## src/rtl/conv_decoder_pkg.sv

```systemverilog
// conv_decoder_pkg: constants shared with the weight memory and the fetcher state encoding
package conv_decoder_pkg;
    localparam int NUM_FILTERS = 16;
    localparam int SEL_W = 4;
    localparam int W_W = 18;
    typedef enum logic [2:0] {IDLE, REQ, WAIT, HOLD, DONE} fetch_state_t;
endpackage

```

## src/rtl/conv_decoder_weights_fetcher.sv

```systemverilog
// conv_decoder_weights_fetcher: walks all filters through the weight memory and streams each weight downstream
module conv_decoder_weights_fetcher
    import conv_decoder_pkg::*;
(
    input  logic                    clk,
    input  logic                    rst_n,
    input  logic                    load,
    input  logic                    abort,
    output logic                    busy,
    output logic                    done,
    output logic                    mem_start,
    output logic [SEL_W-1:0]        mem_filter_sel,
    input  logic signed [W_W-1:0]   mem_w,
    input  logic                    mem_ready,
    output logic signed [W_W-1:0]   w_out,
    output logic [SEL_W-1:0]        w_idx,
    output logic                    w_valid,
    input  logic                    w_accept
);
    fetch_state_t state, state_n;
    logic [SEL_W-1:0] idx, idx_n;
    logic last;
    assign last = idx == SEL_W'(NUM_FILTERS - 1);
    always_comb begin
        state_n = state;
        idx_n = idx;
        case (state)
            IDLE: if (load) begin
                state_n = REQ;
                idx_n = '0;
            end
            REQ: state_n = WAIT;
            WAIT: if (mem_ready) state_n = HOLD;
            HOLD: if (w_accept) begin
                state_n = last ? DONE : REQ;
                idx_n = last ? idx : idx + 1'b1;
            end
            DONE: state_n = IDLE;
            default: state_n = IDLE;
        endcase
        if (abort) begin
            state_n = IDLE;
            idx_n = '0;
        end
    end
    // Outputs are decoded from the next state so every one of them is a flop
    always_ff @(posedge clk or negedge rst_n) begin
        if (!rst_n) begin
            state <= IDLE;
            idx <= '0;
            mem_start <= 1'b0;
            mem_filter_sel <= '0;
            w_out <= '0;
            w_idx <= '0;
            w_valid <= 1'b0;
            done <= 1'b0;
            busy <= 1'b0;
        end else begin
            state <= state_n;
            idx <= idx_n;
            mem_start <= state_n == REQ;
            mem_filter_sel <= idx_n;
            w_valid <= state_n == HOLD;
            done <= state_n == DONE;
            busy <= state_n != IDLE;
            if (state == WAIT && state_n == HOLD) begin
                w_out <= mem_w;
                w_idx <= idx;
            end
        end
    end
endmodule

```

## config.mk

```make
export PLATFORM = sky130hd
export DESIGN_NAME = conv_decoder_weights_fetcher
export DESIGN_NICKNAME = d
export VERILOG_FILES = /design/src/rtl/conv_decoder_pkg.sv /design/src/rtl/conv_decoder_weights_fetcher.sv
export SDC_FILE = /design/constraint.sdc
export NUM_CORES = 1
export LEC_CHECK = 0
export BUFFER_PORTS_ARGS = -buffer_cell sky130_fd_sc_hd__buf_2
export CORE_MARGIN = 1.5
export CORE_UTILIZATION = 30
export DETAILED_ROUTE_END_ITERATION = 8
export SLEW_MARGIN = 25
export SYNTH_ARGS = -nofsm -noshare
export SYNTH_HDL_FRONTEND = slang
export SYNTH_SLANG_ARGS = --single-unit
```

## constraint.sdc

```tcl
create_clock -name clk -period 3.8 [get_ports clk]
set_input_delay 0.76 -clock clk [delete_from_list [all_inputs] [get_ports clk]]
set_output_delay 0.76 -clock clk [all_outputs]
set_load 0.005 [all_outputs]
```

# Word level (Yosys, flattened, before mapping)
# Cells that the tools add are included.
[classes]
n_reduce_logical = 5
n_eq_ne = 10
addsub = 1
mux = 11
[ops]
columns = ["op", "n"]
rows = [
  ["4-bit two-way mux", 4],
  ["3-bit two-way mux", 5],
  ["3-bit case mux with 4 select lines", 1],
  ["3-bit by 2-bit equality test with 1-bit output (second input constant)", 3],
  ["3-bit != test (second input constant)", 3],
  ["4-bit case mux with 2 select lines", 1],
  ["3-bit by 1-bit equality test with 1-bit output (second input constant)", 2],
  ["3-bit nonzero test", 2],
  ["4-bit by 1-bit adder with 4-bit output (second input constant)", 1],
  ["4-bit equality test (second input constant)", 1],
  ["4-bit AND reduction", 1],
  ["3-bit equality test (second input constant)", 1],
  ["3-bit logical NOT", 1],
  ["1-bit logical AND", 1],
]
[word_totals]
input_bits = 24
reg_bits = 33
wordCells = 35
out_inout_bits = 30

# Depth between registers and ports, before layout
[depth]
word_depth = 7
depth_mapped = 5
mapped_depth_nobuf = 4

# Worst setup path after synthesis
# Ideal clock, no wire load.
[synth_path]
path_type = "input to register"
start = "input port abort"
end = "register w_idx[0]"
stages = 4
required_ns = 3.675
path_slack_ns = 2.221
setup_ns = 0.125
n_path_buf = 1
arrival_time_ns = 1.454
path_cell_list = "nor2_4 > nand4b_4 > buf_6 > mux2_4"
[synth_between]
elab_chain_cells = 3
[synth_lines]
columns = ["item", "line_no", "rtl"]
rows = [
  ["start: declaration", "conv_decoder_weights_fetcher.sv:8", "input logic abort,"],
  ["3-bit two-way mux", "conv_decoder_weights_fetcher.sv:41", "if (abort) begin"],
  ["3-bit by 2-bit equality test with 1-bit output", "conv_decoder_weights_fetcher.sv:66", "if (state == WAIT && state_n == HOLD) begin"],
  ["1-bit logical AND", "conv_decoder_weights_fetcher.sv:66", ""],
  ["end signal: assignment", "conv_decoder_weights_fetcher.sv:68", "w_idx <= idx;"],
  ["end: declaration", "conv_decoder_weights_fetcher.sv:16", "output logic [SEL_W-1:0] w_idx,"],
]
# Every way passes these cells.
# A chain may end at the register's enable or synchronous reset.

# Final worst setup path
[layout_path]
start = "input port abort"
end = "register w_out[17]"
[layout_between]
elab_chain_cells = 3
[layout_lines]
columns = ["item", "line_no", "rtl"]
rows = [
  ["3-bit two-way mux", "conv_decoder_weights_fetcher.sv:41", ""],
  ["3-bit by 2-bit equality test with 1-bit output", "conv_decoder_weights_fetcher.sv:66", ""],
  ["1-bit logical AND", "conv_decoder_weights_fetcher.sv:66", ""],
  ["end signal: assignment", "conv_decoder_weights_fetcher.sv:67", "w_out <= mem_w;"],
  ["end: declaration", "conv_decoder_weights_fetcher.sv:15", "output logic signed [W_W-1:0] w_out,"],
]
# Every way passes these cells.

==> report_table.html <==
<table>
<tr><th>Metric</th><th>Value</th></tr>
<tr><th colspan="2">Critical path</th></tr>
<tr><td>Endpoint class of the critical path</td><td>flip-flop</td></tr>
<tr><td>Data required time of the worst path</td><td>3.96 ns</td></tr>
<tr><td>Data arrival at the endpoint of the critical path</td><td>1.99 ns</td></tr>
<tr><td>Critical path startpoint category</td><td>input pin</td></tr>
<tr><td>Cell Chain, Critical Path</td><td>buf_2 &gt; nor2_4 &gt; nand4b_4 &gt; mux2_4</td></tr>
<tr><td>Critical-path cell with the highest stage delay</td><td>sky130_fd_sc_hd__nand4b_4</td></tr>
<tr><td>Max FO, Critical Path</td><td>22</td></tr>
<tr><td>Kind of cell adding the most delay to the critical path</td><td>simple AND/OR/NAND/NOR gates</td></tr>
<tr><td>Total buffers and inverters traversed by the critical path</td><td>1</td></tr>
<tr><td>Slowest stage delay, CP</td><td>0.47 ns</td></tr>
<tr><td>CP Class</td><td>in2reg</td></tr>
<tr><th colspan="2">CTS</th></tr>
<tr><td>Clk Latency, worst-skew pair</td><td>0.28 ns</td></tr>
<tr><td>CTS tree</td><td>yes</td></tr>
<tr><td>Hold_buf cts</td><td>0</td></tr>
<tr><td>Number of levels the H-tree was split into</td><td>2</td></tr>
<tr><td>Clock sinks</td><td>33</td></tr>
<tr><td>Clock buffers created by TritonCTS</td><td>5</td></tr>
<tr><td>Cell at the root of the clock tree</td><td>sky130_fd_sc_hd__clkbuf_8</td></tr>
<tr><td>Maximum buffer depth of the clock tree</td><td>2</td></tr>
<tr><td>Count of buffers added by post-CTS timing repair for setup</td><td>0</td></tr>
<tr><td>Clk pin slew, worst setup/hold paths</td><td>0.07 ns</td></tr>
<tr><td>PostCTS Resize Cnt</td><td>0</td></tr>
<tr><th colspan="2">Place</th></tr>
<tr><td>HPWL reported at the end of detailed placement</td><td>2357 um</td></tr>
<tr><td>I/O Buffers</td><td>53</td></tr>
<tr><td>Final Wtd Congestion</td><td>0.8141</td></tr>
<tr><th colspan="2">Timing</th></tr>
<tr><td>Transition time at the pin with the least slew margin</td><td>0.7321 ns</td></tr>
<tr><td>Peak clock frequency supported by timing</td><td>546.3 MHz</td></tr>
<tr><td>Clk_skew</td><td>0.004462 ns</td></tr>
<tr><td>Final hold violations</td><td>0</td></tr>
<tr><td>Total negative slack</td><td>0 ns</td></tr>
<tr><td>RSZ-0062 raised after global routing</td><td>no</td></tr>
<tr><td>Shortest period the worst path allows</td><td>1.831 ns</td></tr>
<tr><td>Ratio of final minimum period to clock period</td><td>48.17%</td></tr>
<tr><td>Total setup violations reported at the end of the flow</td><td>0</td></tr>
<tr><td>Final number of max-transition violations</td><td>0</td></tr>
<tr><td>Max_slew headroom</td><td>51.19%</td></tr>
<tr><th colspan="2">Die</th></tr>
<tr><td>Std-Cell Core Area</td><td>4848 um^2</td></tr>
<tr><td>IO Count</td><td>54</td></tr>
<tr><td>Initial Util</td><td>31.92%</td></tr>
<tr><td>Chip width</td><td>74.83 um</td></tr>
<tr><td>Chip Height</td><td>74.83 um</td></tr>
<tr><td>Number of placement rows</td><td>25</td></tr>
<tr><td>Die ar.</td><td>5599 um^2</td></tr>
<tr><th colspan="2">Drt</th></tr>
<tr><td>Average via count per standard cell</td><td>4.616</td></tr>
<tr><td>Number of DRC markers after the initial detailed-route iteration</td><td>56</td></tr>
<tr><td>Via count</td><td>1034</td></tr>
<tr><td>DR pass1 iterations</td><td>4</td></tr>
<tr><td>Residual DRC</td><td>0</td></tr>
<tr><td>Antenna-violating nets left</td><td>0</td></tr>
<tr><td>Total routed wirelength</td><td>3211 um</td></tr>
<tr><td>Wire length per cell</td><td>14.33 um</td></tr>
<tr><th colspan="2">Synthesis</th></tr>
<tr><td>Number of library cell types mapped by synthesis</td><td>33</td></tr>
<tr><td>Simple-Gate Fraction of Synth Area</td><td>13.99%</td></tr>
<tr><td>Post-Synth Adder-Cell Area</td><td>0.8084%</td></tr>
<tr><td>Cells after Synth</td><td>103</td></tr>
<tr><td>Synthesized-area fraction occupied by xor and xnor cells</td><td>0%</td></tr>
<tr><td>Most used flip-flop cell after synthesis</td><td>sky130_fd_sc_hd__dfrtp_1</td></tr>
<tr><td>Number of warning messages in the yosys log</td><td>0</td></tr>
<tr><td>Post-synthesis sequential area ratio</td><td>53.35%</td></tr>
<tr><td>Top-area cell type share of the netlist area</td><td>53.35%</td></tr>
<tr><td>Area fraction in compound gates after synthesis</td><td>6.791%</td></tr>
<tr><td>Fraction of registers with async set or reset after synthesis</td><td>100.0%</td></tr>
<tr><td>Mean post-synth cell area</td><td>15.03 um^2</td></tr>
<tr><td>Cell type with the highest aggregate area in the netlist</td><td>sky130_fd_sc_hd__dfrtp_1</td></tr>
<tr><td>Proportion of synthesized area in mux cells</td><td>20.86%</td></tr>
<tr><td>Synthesized net count</td><td>128</td></tr>
<tr><td>Number of register bits inferred by synthesis</td><td>33</td></tr>
<tr><td>Cell Area, Synth</td><td>1548 um^2</td></tr>
<tr><td>Dominant combinational cell family by area after synthesis</td><td>multiplexers</td></tr>
<tr><td>Most area-consuming cells after synthesis</td><td>sky130_fd_sc_hd__dfrtp_1 53%, sky130_fd_sc_hd__mux2_4 19%, sky130_fd_sc_hd__buf_6 3.6%, sky130_fd_sc_hd__o311ai_2 2.1%, sky130_fd_sc_hd__nand4b_4 1.5%</td></tr>
<tr><td>Count of flip-flops with a built-in enable after synthesis</td><td>0</td></tr>
<tr><th colspan="2">Power and ir drop</th></tr>
<tr><td>Pwr dens</td><td>505.6 nW/um^2</td></tr>
<tr><td>Overall power of the completed layout</td><td>969.8 uW</td></tr>
<tr><td>Leakage power figure</td><td>0.001018 uW</td></tr>
<tr><td>Worst voltage drop across the vdd grid</td><td>217.8 uV</td></tr>
<tr><th colspan="2">Layout</th></tr>
<tr><td>Number of antenna repair diodes</td><td>0</td></tr>
<tr><td>Most frequent standard cell in the layout excluding fill and tap cells</td><td>sky130_fd_sc_hd__buf_2</td></tr>
<tr><td>Number of nets in the layout</td><td>181</td></tr>
<tr><td>Share of layout cells above drive strength 1</td><td>59.87%</td></tr>
<tr><td>Most frequent cells in the layout</td><td>53 x sky130_fd_sc_hd__buf_2, 33 x sky130_fd_sc_hd__dfrtp_1, 20 x sky130_fd_sc_hd__mux2_4</td></tr>
<tr><td>Area growth, synth to finish</td><td>23.93%</td></tr>
<tr><th colspan="2">Global routing</th></tr>
<tr><td>Global-route wire length before repair</td><td>4857 um</td></tr>
<tr><td>Via count of the first global-routing pass</td><td>1025</td></tr>
<tr><td>Met1 track utilization from global routing</td><td>14.09%</td></tr>
<tr><td>Initial antenna violation count</td><td>0</td></tr>
<tr><td>Met3 capacity usage during global routing</td><td>3.614%</td></tr>
<tr><td>Met2 layer usage reported by global route</td><td>19.57%</td></tr>
<tr><td>Congestion Overflow GR</td><td>0</td></tr>
<tr><td>Maximum number of pins on one net before global-route repair</td><td>34</td></tr>
<tr><td>Global-route total usage across every layer</td><td>11.73%</td></tr>
<tr><td>Most used routing layer</td><td>met2</td></tr>
<tr><th colspan="2">Flow run</th></tr>
<tr><td>Max Cap Viol</td><td>0</td></tr>
<tr><th colspan="2">Run status</th></tr>
<tr><td>Run status</td><td>finished clean</td></tr>
<tr><th colspan="2">Worst hold path</th></tr>
<tr><td>Class of the worst hold path</td><td>reg2reg</td></tr>
</table>
metrics by stage:
| step | std cells | area, um^2 | utilization (%) | setup slack, ns | hold WS [ns] |
|---|---|---|---|---|---|
| 4_1_cts | 224 | 1918 | 39.56 | 1.960 | 0.5059 |
| 3_3_place_gp | 216 | 1832 | 37.78 | 1.725 | 0.4891 |
| 3_5_place_dp | 216 | 1832 | 37.78 | 1.654 | 0.4860 |
| 5_1_grt | 224 | 1918 | 39.56 | 1.906 | 0.5182 |
| 6_report | 224 | 1918 | 39.56 | 1.969 | 0.5022 |
| 2_1_floorplan | 103 | 1548 | - | 2.221 | 0.4644 |
cells by family after synthesis:
kind of cell               count (synthesis)
DFF                                       33
and+or+nand+nor                           29
muxes                                     22
AOI/OAI and AO/OA                         11
buffers and inverters                      7
adders and majority gates                  1
registers in the layout (all words and copies together), names as in the netlist:
| register | flops |
|---|---|
| idx | 4 |
| state | 3 |
| w_out | 18 |
| mem_start | 1 |
| busy | 1 |
| done | 1 |
| w_valid | 1 |
| w_idx | 4 |
cell usage after synthesis, types with 2 or more instances:
library cell,number
sky130_fd_sc_hd__nor2_1,3
sky130_fd_sc_hd__a21oi_1,3
sky130_fd_sc_hd__o311ai_2,2
sky130_fd_sc_hd__dfrtp_1,33
sky130_fd_sc_hd__buf_6,5
sky130_fd_sc_hd__nand4b_1,2
sky130_fd_sc_hd__nand2_1,2
sky130_fd_sc_hd__mux2_4,20
sky130_fd_sc_hd__and3_1,3
sky130_fd_sc_hd__nor3_1,4
sky130_fd_sc_hd__mux2_2,2
sky130_fd_sc_hd__nand3_1,3
per-layer routing:
layer | up-vias | part of all wire, %
met3 | 4 | 5.8
met4 | 0 | 1.1
met2 | 33 | 52
li1 | 485 | -
met5 | - | 0
met1 | 512 | 42
final cells by class:
type	instances	area, um^2
Timing Repair Buffer	53	265.3
Sequential cell	33	825.8
Fill cell	478	2930
Tap cell	67	83.83
Clock buffer	5	68.82
Multi-Input combinational cell	63	656.9
Clock inverter	3	17.52
report_power, final:
group          total [uW]  internal [uW]  switching (uW)
Clock                 252            126             126
Sequential            476            429            47.2
Combinational         241            160            81.7
Total                 970            715             255
worst paths after layout:
path                           start         to  slack [ns]  cells past startpoint
setup / recovery               abort  w_out[17]        1.97                      4
hold / removal             w_out[16]  w_out[16]        0.50                      1
setup reg to reg            state[2]  w_out[17]        2.00                      3
hold reg to reg            w_out[16]  w_out[16]        0.50                      1
max in group asynchronous      rst_n   w_out[0]        2.79                      1
min in group asynchronous      rst_n  mem_start        0.54                      1
Power figures use the tool's default switching activity.
